--- src/rtl/sd_crc_pkg.sv ---
// Shared constants for the SD host CRC path: standard polynomials, widths
// and the engine state encoding.
package sd_crc_pkg;

    localparam int unsigned CRC7_LEN   = 7;
    localparam int unsigned CRC16_LEN  = 16;

    // Generator polynomials without the implicit x^CRC_LEN term
    localparam logic [6:0]  CRC7_POLY  = 7'h09;
    localparam logic [15:0] CRC16_POLY = 16'h1021;

    // Engine state encoding
    localparam logic [1:0]  ST_IDLE    = 2'd0;
    localparam logic [1:0]  ST_RUN     = 2'd1;
    localparam logic [1:0]  ST_DONE    = 2'd2;

endpackage

--- src/rtl/crc_stream_engine_if.sv ---
// Valid/ready message stream into the CRC engine.
interface crc_stream_engine_if #(
    parameter int unsigned DATA_W = 1
);

    logic              in_valid;
    logic              in_ready;
    logic [DATA_W-1:0] in_data;
    logic              in_last;

    modport master (output in_valid, output in_data, output in_last, input in_ready);
    modport slave  (input in_valid, input in_data, input in_last, output in_ready);

endinterface

--- src/rtl/crc_lfsr_step.sv ---
// Combinational CRC advance: DATA_W serial LFSR shifts in one cycle,
// MSB of data entering first.
module crc_lfsr_step #(
    parameter int unsigned CRC_LEN = 7,
    parameter int unsigned DATA_W  = 1
) (
    input  logic [CRC_LEN-1:0] crc_in,
    input  logic [CRC_LEN-1:0] poly,
    input  logic [DATA_W-1:0]  data,
    output logic [CRC_LEN-1:0] crc_out
);

    logic [CRC_LEN-1:0] acc;
    logic               fb;

    // Unrolled serial steps; a left shift keeps CRC_LEN=1 legal
    always_comb begin
        acc = crc_in;
        fb  = 1'b0;
        for (int unsigned i = 0; i < DATA_W; i++) begin
            fb  = acc[CRC_LEN-1] ^ data[DATA_W-1-i];
            acc = (acc << 1) ^ (fb ? poly : '0);
        end
        crc_out = acc;
    end

endmodule

--- src/rtl/crc_stream_engine.sv ---
// Streaming CRC generator/checker. GEN mode produces the CRC of the
// message; CHK mode expects the received CRC appended to the payload and
// flags a zero remainder. The engine holds only the FSM, the latched
// configuration, the CRC register and the beat counter.
module crc_stream_engine
    import sd_crc_pkg::*;
#(
    parameter int unsigned        CRC_LEN  = CRC7_LEN,
    parameter int unsigned        DATA_W   = 1,
    parameter logic [CRC_LEN-1:0] INIT_VAL = '0,
    parameter int unsigned        CNT_W    = 16
) (
    input  logic                clk,
    input  logic                reset,
    input  logic [CRC_LEN-1:0]  poly,
    input  logic                start,
    input  logic                chk_mode,
    input  logic                abort,
    crc_stream_engine_if.slave  strm,
    output logic                busy,
    output logic [CRC_LEN-1:0]  crc,
    output logic                crc_valid,
    output logic                crc_ok,
    output logic [CNT_W-1:0]    beat_cnt
);

    logic [1:0]         state_q;
    logic [CRC_LEN-1:0] poly_q;
    logic               chk_q;
    logic [CRC_LEN-1:0] crc_q;
    logic [CNT_W-1:0]   beat_cnt_q;
    logic [CRC_LEN-1:0] crc_next;
    logic               fire;

    crc_lfsr_step #(
        .CRC_LEN (CRC_LEN),
        .DATA_W  (DATA_W)
    ) u_step (
        .crc_in  (crc_q),
        .poly    (poly_q),
        .data    (strm.in_data),
        .crc_out (crc_next)
    );

    assign fire = strm.in_valid && (state_q == ST_RUN);

    // Handshake and status outputs decoded from state
    always_comb begin
        strm.in_ready = (state_q == ST_RUN);
        busy          = (state_q == ST_RUN);
        crc_valid     = (state_q == ST_DONE);
        crc_ok        = (state_q == ST_DONE) && chk_q && (crc_q == '0);
        crc           = crc_q;
        beat_cnt      = beat_cnt_q;
    end

    // FSM, configuration latch, CRC register and saturating beat counter
    always_ff @(posedge clk) begin
        if (reset) begin
            state_q    <= ST_IDLE;
            poly_q     <= '0;
            chk_q      <= 1'b0;
            crc_q      <= INIT_VAL;
            beat_cnt_q <= '0;
        end else if (abort) begin
            // abort keeps the CRC register but invalidates the result
            state_q    <= ST_IDLE;
            beat_cnt_q <= '0;
        end else begin
            case (state_q)
                ST_IDLE, ST_DONE: begin
                    if (start) begin
                        state_q    <= ST_RUN;
                        poly_q     <= poly;
                        chk_q      <= chk_mode;
                        crc_q      <= INIT_VAL;
                        beat_cnt_q <= '0;
                    end
                end
                ST_RUN: begin
                    if (fire) begin
                        crc_q <= crc_next;
                        if (beat_cnt_q != '1) begin
                            beat_cnt_q <= beat_cnt_q + CNT_W'(1);
                        end
                        if (strm.in_last) begin
                            state_q <= ST_DONE;
                        end
                    end
                end
                default: begin
                    state_q <= ST_IDLE;
                end
            endcase
        end
    end

endmodule

--- src/flat_wrapper.sv ---
// flat-port wrapper written by rule: the top's interface ports become plain ports
module crc_stream_engine_flat import sd_crc_pkg::*;
#(
    parameter int unsigned        CRC_LEN  = CRC7_LEN,
    parameter int unsigned        DATA_W   = 1,
    parameter logic [CRC_LEN-1:0] INIT_VAL = '0,
    parameter int unsigned        CNT_W    = 16
)
  (clk, reset, poly, start, chk_mode, abort, busy, crc, crc_valid, crc_ok, beat_cnt, strm_in_valid, strm_in_data, strm_in_last, strm_in_ready);
  crc_stream_engine_if #(.DATA_W(DATA_W)) strm_i ();
  input  logic clk;
  input  logic reset;
  input  logic [CRC_LEN-1:0] poly;
  input  logic start;
  input  logic chk_mode;
  input  logic abort;
  output logic busy;
  output logic [CRC_LEN-1:0] crc;
  output logic crc_valid;
  output logic crc_ok;
  output logic [CNT_W-1:0] beat_cnt;
  input wire logic [$bits(strm_i.in_valid)-1:0] strm_in_valid;
  input wire logic [$bits(strm_i.in_data)-1:0] strm_in_data;
  input wire logic [$bits(strm_i.in_last)-1:0] strm_in_last;
  output wire logic [$bits(strm_i.in_ready)-1:0] strm_in_ready;
  assign strm_i.in_valid = strm_in_valid;
  assign strm_i.in_data = strm_in_data;
  assign strm_i.in_last = strm_in_last;
  assign strm_in_ready = strm_i.in_ready;
  crc_stream_engine #(.CRC_LEN(CRC_LEN), .DATA_W(DATA_W), .INIT_VAL(INIT_VAL), .CNT_W(CNT_W)) u_core (.clk(clk), .reset(reset), .poly(poly), .start(start), .chk_mode(chk_mode), .abort(abort), .strm(strm_i), .busy(busy), .crc(crc), .crc_valid(crc_valid), .crc_ok(crc_ok), .beat_cnt(beat_cnt));
endmodule
--- config.mk ---
export PLATFORM = sky130hd
export DESIGN_NAME = crc_stream_engine_flat
export DESIGN_NICKNAME = d
export VERILOG_FILES = /design/src/rtl/sd_crc_pkg.sv /design/src/rtl/crc_stream_engine_if.sv /design/src/rtl/crc_lfsr_step.sv /design/src/rtl/crc_stream_engine.sv /design/src/flat_wrapper.sv
export SDC_FILE = /design/constraint.sdc
export NUM_CORES = 1
export LEC_CHECK = 0
export CAP_MARGIN = 20
export CORE_MARGIN = 2
export CORE_UTILIZATION = 45
export CTS_BUF_LIST = sky130_fd_sc_hd__clkbuf_8 sky130_fd_sc_hd__clkbuf_16
export CTS_CLUSTER_DIAMETER = 60
export DETAILED_ROUTE_END_ITERATION = 8
export PLACE_DENSITY = 0.76
export SETUP_SLACK_MARGIN = 0.05
export SYNTH_ARGS = -nofsm -noshare
export SYNTH_HDL_FRONTEND = slang
export SYNTH_SLANG_ARGS = --single-unit
--- constraint.sdc ---
create_clock -name clk -period 1.9 [get_ports clk]
set_input_delay 0.285 -clock clk [delete_from_list [all_inputs] [get_ports clk]]
set_output_delay 0.285 -clock clk [all_outputs]
set_load 0.02 [all_outputs]
==> Implementation_results.wiki <==
{| class="wikitable"
! Metric !! Value
|-
| HPWL Detailed || 3149 um
|-
| Area growth from synthesis to layout || 42.84%
|-
| Async set-reset flop share out of synthesis || 0%
|-
| VDD IR-drop max || 0.0004813 V
|-
| Setup repair after global routing missed its margin || no
|-
| Final Hold Fails || 0
|-
| Vias post-DR || 1681
|-
| Initial antenna violation count || 0
|-
| Fraction of layout instances using a drive strength above 1 || 16.18%
|-
| End-of-flow core utilization || 68.64%
|-
| Worst-Skew Late Latency || 0.29 ns
|-
| Clock transition time at the flip-flop clock pins of the worst setup and hold paths || 0.07 ns
|-
| ANT cells || 0
|-
| Critical Path Sink Type || primary output
|-
| Netlist area before placement || 0.001642 sq mm
|-
| Required time reported for the critical path endpoint || 1.62 ns
|-
| Largest fanout on the critical path || 7
|-
| CP Class || register to primary output
|-
| Sequential fraction of the synthesis area || 40.24%
|-
| Worst Setup SP || u_core.state_q[0]
|-
| Most instantiated flip-flop cell in the synthesis netlist || sky130_fd_sc_hd__dfxtp_1
|-
| Root buffer selected by CTS || sky130_fd_sc_hd__clkbuf_8
|-
| Number of hold buffers added after cts || 0
|-
| Fin crit share || 94.79%
|-
| Core Rows || 21
|-
| Leading cell types in the layout, fill and taps excluded || sky130_fd_sc_hd__clkdlybuf4s50_1, sky130_fd_sc_hd__dfxtp_1, sky130_fd_sc_hd__buf_4, sky130_fd_sc_hd__a21oi_1, sky130_fd_sc_hd__nor2_1
|-
| Top layer used by detailed routing || met4
|-
| Avg Synthesized Cell Area || 7.892 sq um
|-
| Signal arrival time at the worst endpoint || 1.52 ns
|-
| Critical R2R Launch || u_core.beat_cnt[0]
|-
| Starting density of the core || 48.06%
|-
| Count of buffers from port buffering || 41
|-
| Main area contributors after synthesis || sky130_fd_sc_hd__dfxtp_1, sky130_fd_sc_hd__a21oi_1, sky130_fd_sc_hd__nor2_1
|-
| Number of fillers in the final layout || 309
|-
| Worst Setup Start Kind || register
|-
| Post-layout min period || 1.801 ns
|-
| Htree depth || 2
|-
| Per-cell via count in the routed design || 5.286
|-
| Highest attainable clock frequency || 555.2 MHz
|-
| Reported max-cap violation count || 0
|-
| Setup violators final || 0
|-
| Floorplan die height || 64.40 um
|-
| First-pass GRT wire length || 7044 um
|-
| Count of final max-slew check failures || 0
|-
| Core box area || 0.003416 sq mm
|-
| Met2 routed wirelength || 1823 um
|-
| Weighted congestion at the end of routability-driven global placement || 0.8224
|-
| Most common cell after layout, fill and taps aside || sky130_fd_sc_hd__clkdlybuf4s50_1
|-
| Vias in the first global route || 1482
|-
| Post-synthesis sequential element count || 33
|-
| TritonCTS buffer count || 5
|-
| Synth warnings || 0
|-
| Post-CTS Setup Repair Bufs || 0
|-
| Post-detailed-route DRC marker count || 0
|-
| Share of the synthesized area in the top cell type || 40.24%
|-
| Number of distinct standard cells referenced by the synthesized netlist || 41
|-
| Cell Pwr Density || 584.4 mW/mm^2
|-
| Num ports || 42
|-
| Antenna Nets Post-Route || 0
|-
| Total routed wire length on the met1 layer || 2078 um
|-
| Met3 Wirelength || 222 um
|-
| Leakage || 0.8678 nW
|-
| Top cell type by total area after synthesis || sky130_fd_sc_hd__dfxtp_1
|-
| Sink count of the clock tree || 33
|-
| Global-route usage over all layers || 22.23%
|-
| Worst Hold Launch || u_core.poly_q[3]
|-
| Number of design-rule violations left by the first detailed-router iteration || 130
|-
| Routed wire length || 4227 um
|-
| Worst slew margin || 73.40%
|-
| Max Root-Sink Buffers || 2
|-
| Setup TNS || 0 ns
|-
| Die X-Extent || 64.40 um
|-
| CTS tree || built
|-
| Skew final || 0.002008 ns
|-
| PnR Total Power || 1.370 mW
|-
| Least-Margin Pin Slew || 0.3975 ns
|-
| Overall overflow remaining after global route || 0
|-
| Number of optimization iterations in the first detailed-route pass || 4
|-
| Class of the most critical hold timing path || register to register
|-
| Net count, final || 287
|-
| Number of instances in the synthesized netlist || 208
|-
| Synthesized Nets || 224
|-
| Outcome || finished clean
|-
| Average detailed-routed wire length per instance || 13.29 um
|-
| Largest net degree at the start of global routing || 17
|-
| EDFF count, synth || 0
|-
| Total die area || 0.004147 sq mm
|}
[worst max-delay path, cell delays in order, from the launching register on]
cell and delay, ns:
sky130_fd_sc_hd__dfxtp_1 0.38, sky130_fd_sc_hd__nor2b_2 0.21, sky130_fd_sc_hd__clkdlybuf4s50_1 0.63
[final cells by class]
cell class	instances	area [sq um]	area share (%)
clock buffer	5	68.82	2.935
clock inverter	3	17.52	0.7471
inverter	4	15.01	0.6403
multi-input combinational	160	922.1	39.33
sequential	33	661.9	28.23
tap	46	57.56	2.455
timing repair buffer	67	601.8	25.67
[routing by layer]
| metal | vias up | GRT usage (%) |
|---|---|---|
| met5 | - | 0 |
| met4 | 0 | 11.17 |
| met3 | 9 | 5.810 |
| met2 | 47 | 29.95 |
| met1 | 752 | 32.24 |
| li1 | 873 | - |
[path summary, 6_finish.rpt]
kind,endpoint,slack [ns],depth (start not counted)
setup / recovery,crc_valid,0.1,2
hold / removal,u_core.poly_q[3],0.48,2
setup reg to reg,u_core.beat_cnt[5],0.22,7
hold reg to reg,u_core.poly_q[3],0.48,2
[state kept, by name, summed over array words and instances (netlist names)]
name	cells
u_core.state_q	2
u_core.chk_q	1
u_core.beat_cnt	16
u_core.crc	7
u_core.poly_q	7
[power by group]
| group | internal, mW | switching, mW | total, mW |
|---|---|---|---|
| clock | 0.252 | 0.266 | 0.518 |
| sequential | 0.701 | 0.00707 | 0.708 |
| combinational | 0.0693 | 0.0743 | 0.144 |
| total | 1.02 | 0.347 | 1.37 |
[kinds of logic (layout without fill, tap and decap cells)]
kind of cell | count (synthesis) | in the layout | synth area share, %
flip-flops | 33 | 33 | 40.24
adder cells (fa/ha/maj) | 1 | 1 | 0.7621
AND/OR/NAND/NOR | 84 | 84 | 26.60
buffers and inverters | 15 | 79 | 4.116
XOR/XNOR | 7 | 7 | 3.735
AO/OA/AOI/OAI | 68 | 68 | 24.54
[cell usage after synthesis, types with 6 or more instances]
library cell,n
sky130_fd_sc_hd__dfxtp_1,33
sky130_fd_sc_hd__a21oi_1,24
sky130_fd_sc_hd__nor2_1,23
sky130_fd_sc_hd__nand2_1,21
sky130_fd_sc_hd__nand3_1,13
sky130_fd_sc_hd__o21ai_0,12
sky130_fd_sc_hd__o21ai_1,10
sky130_fd_sc_hd__clkbuf_1,9
sky130_fd_sc_hd__a22oi_1,6
sky130_fd_sc_hd__a31oi_1,6
sky130_fd_sc_hd__xnor2_1,6
[through the flow]
stage / setup WS, ns / hold slack (ns) / instances / instance area [sq um]
2_1_floorplan: 0.1154 / 0.4210 / 208 / 1643
3_3_place_gp: 0.02189 / 0.4644 / 310 / 2253
3_5_place_dp: -0.01308 / 0.4691 / 310 / 2253
4_1_cts: 0.08912 / 0.4792 / 318 / 2338
5_1_grt: 0.01204 / 0.5008 / 318 / 2345
6_report: 0.09899 / 0.4769 / 318 / 2345
[timing repair]
action                     in CTS  in global routing
hold endpoints to repair        0                  0
gates resized for setup         4                  1
setup endpoints to repair       4                  1
Power figures use the tool's default switching activity.
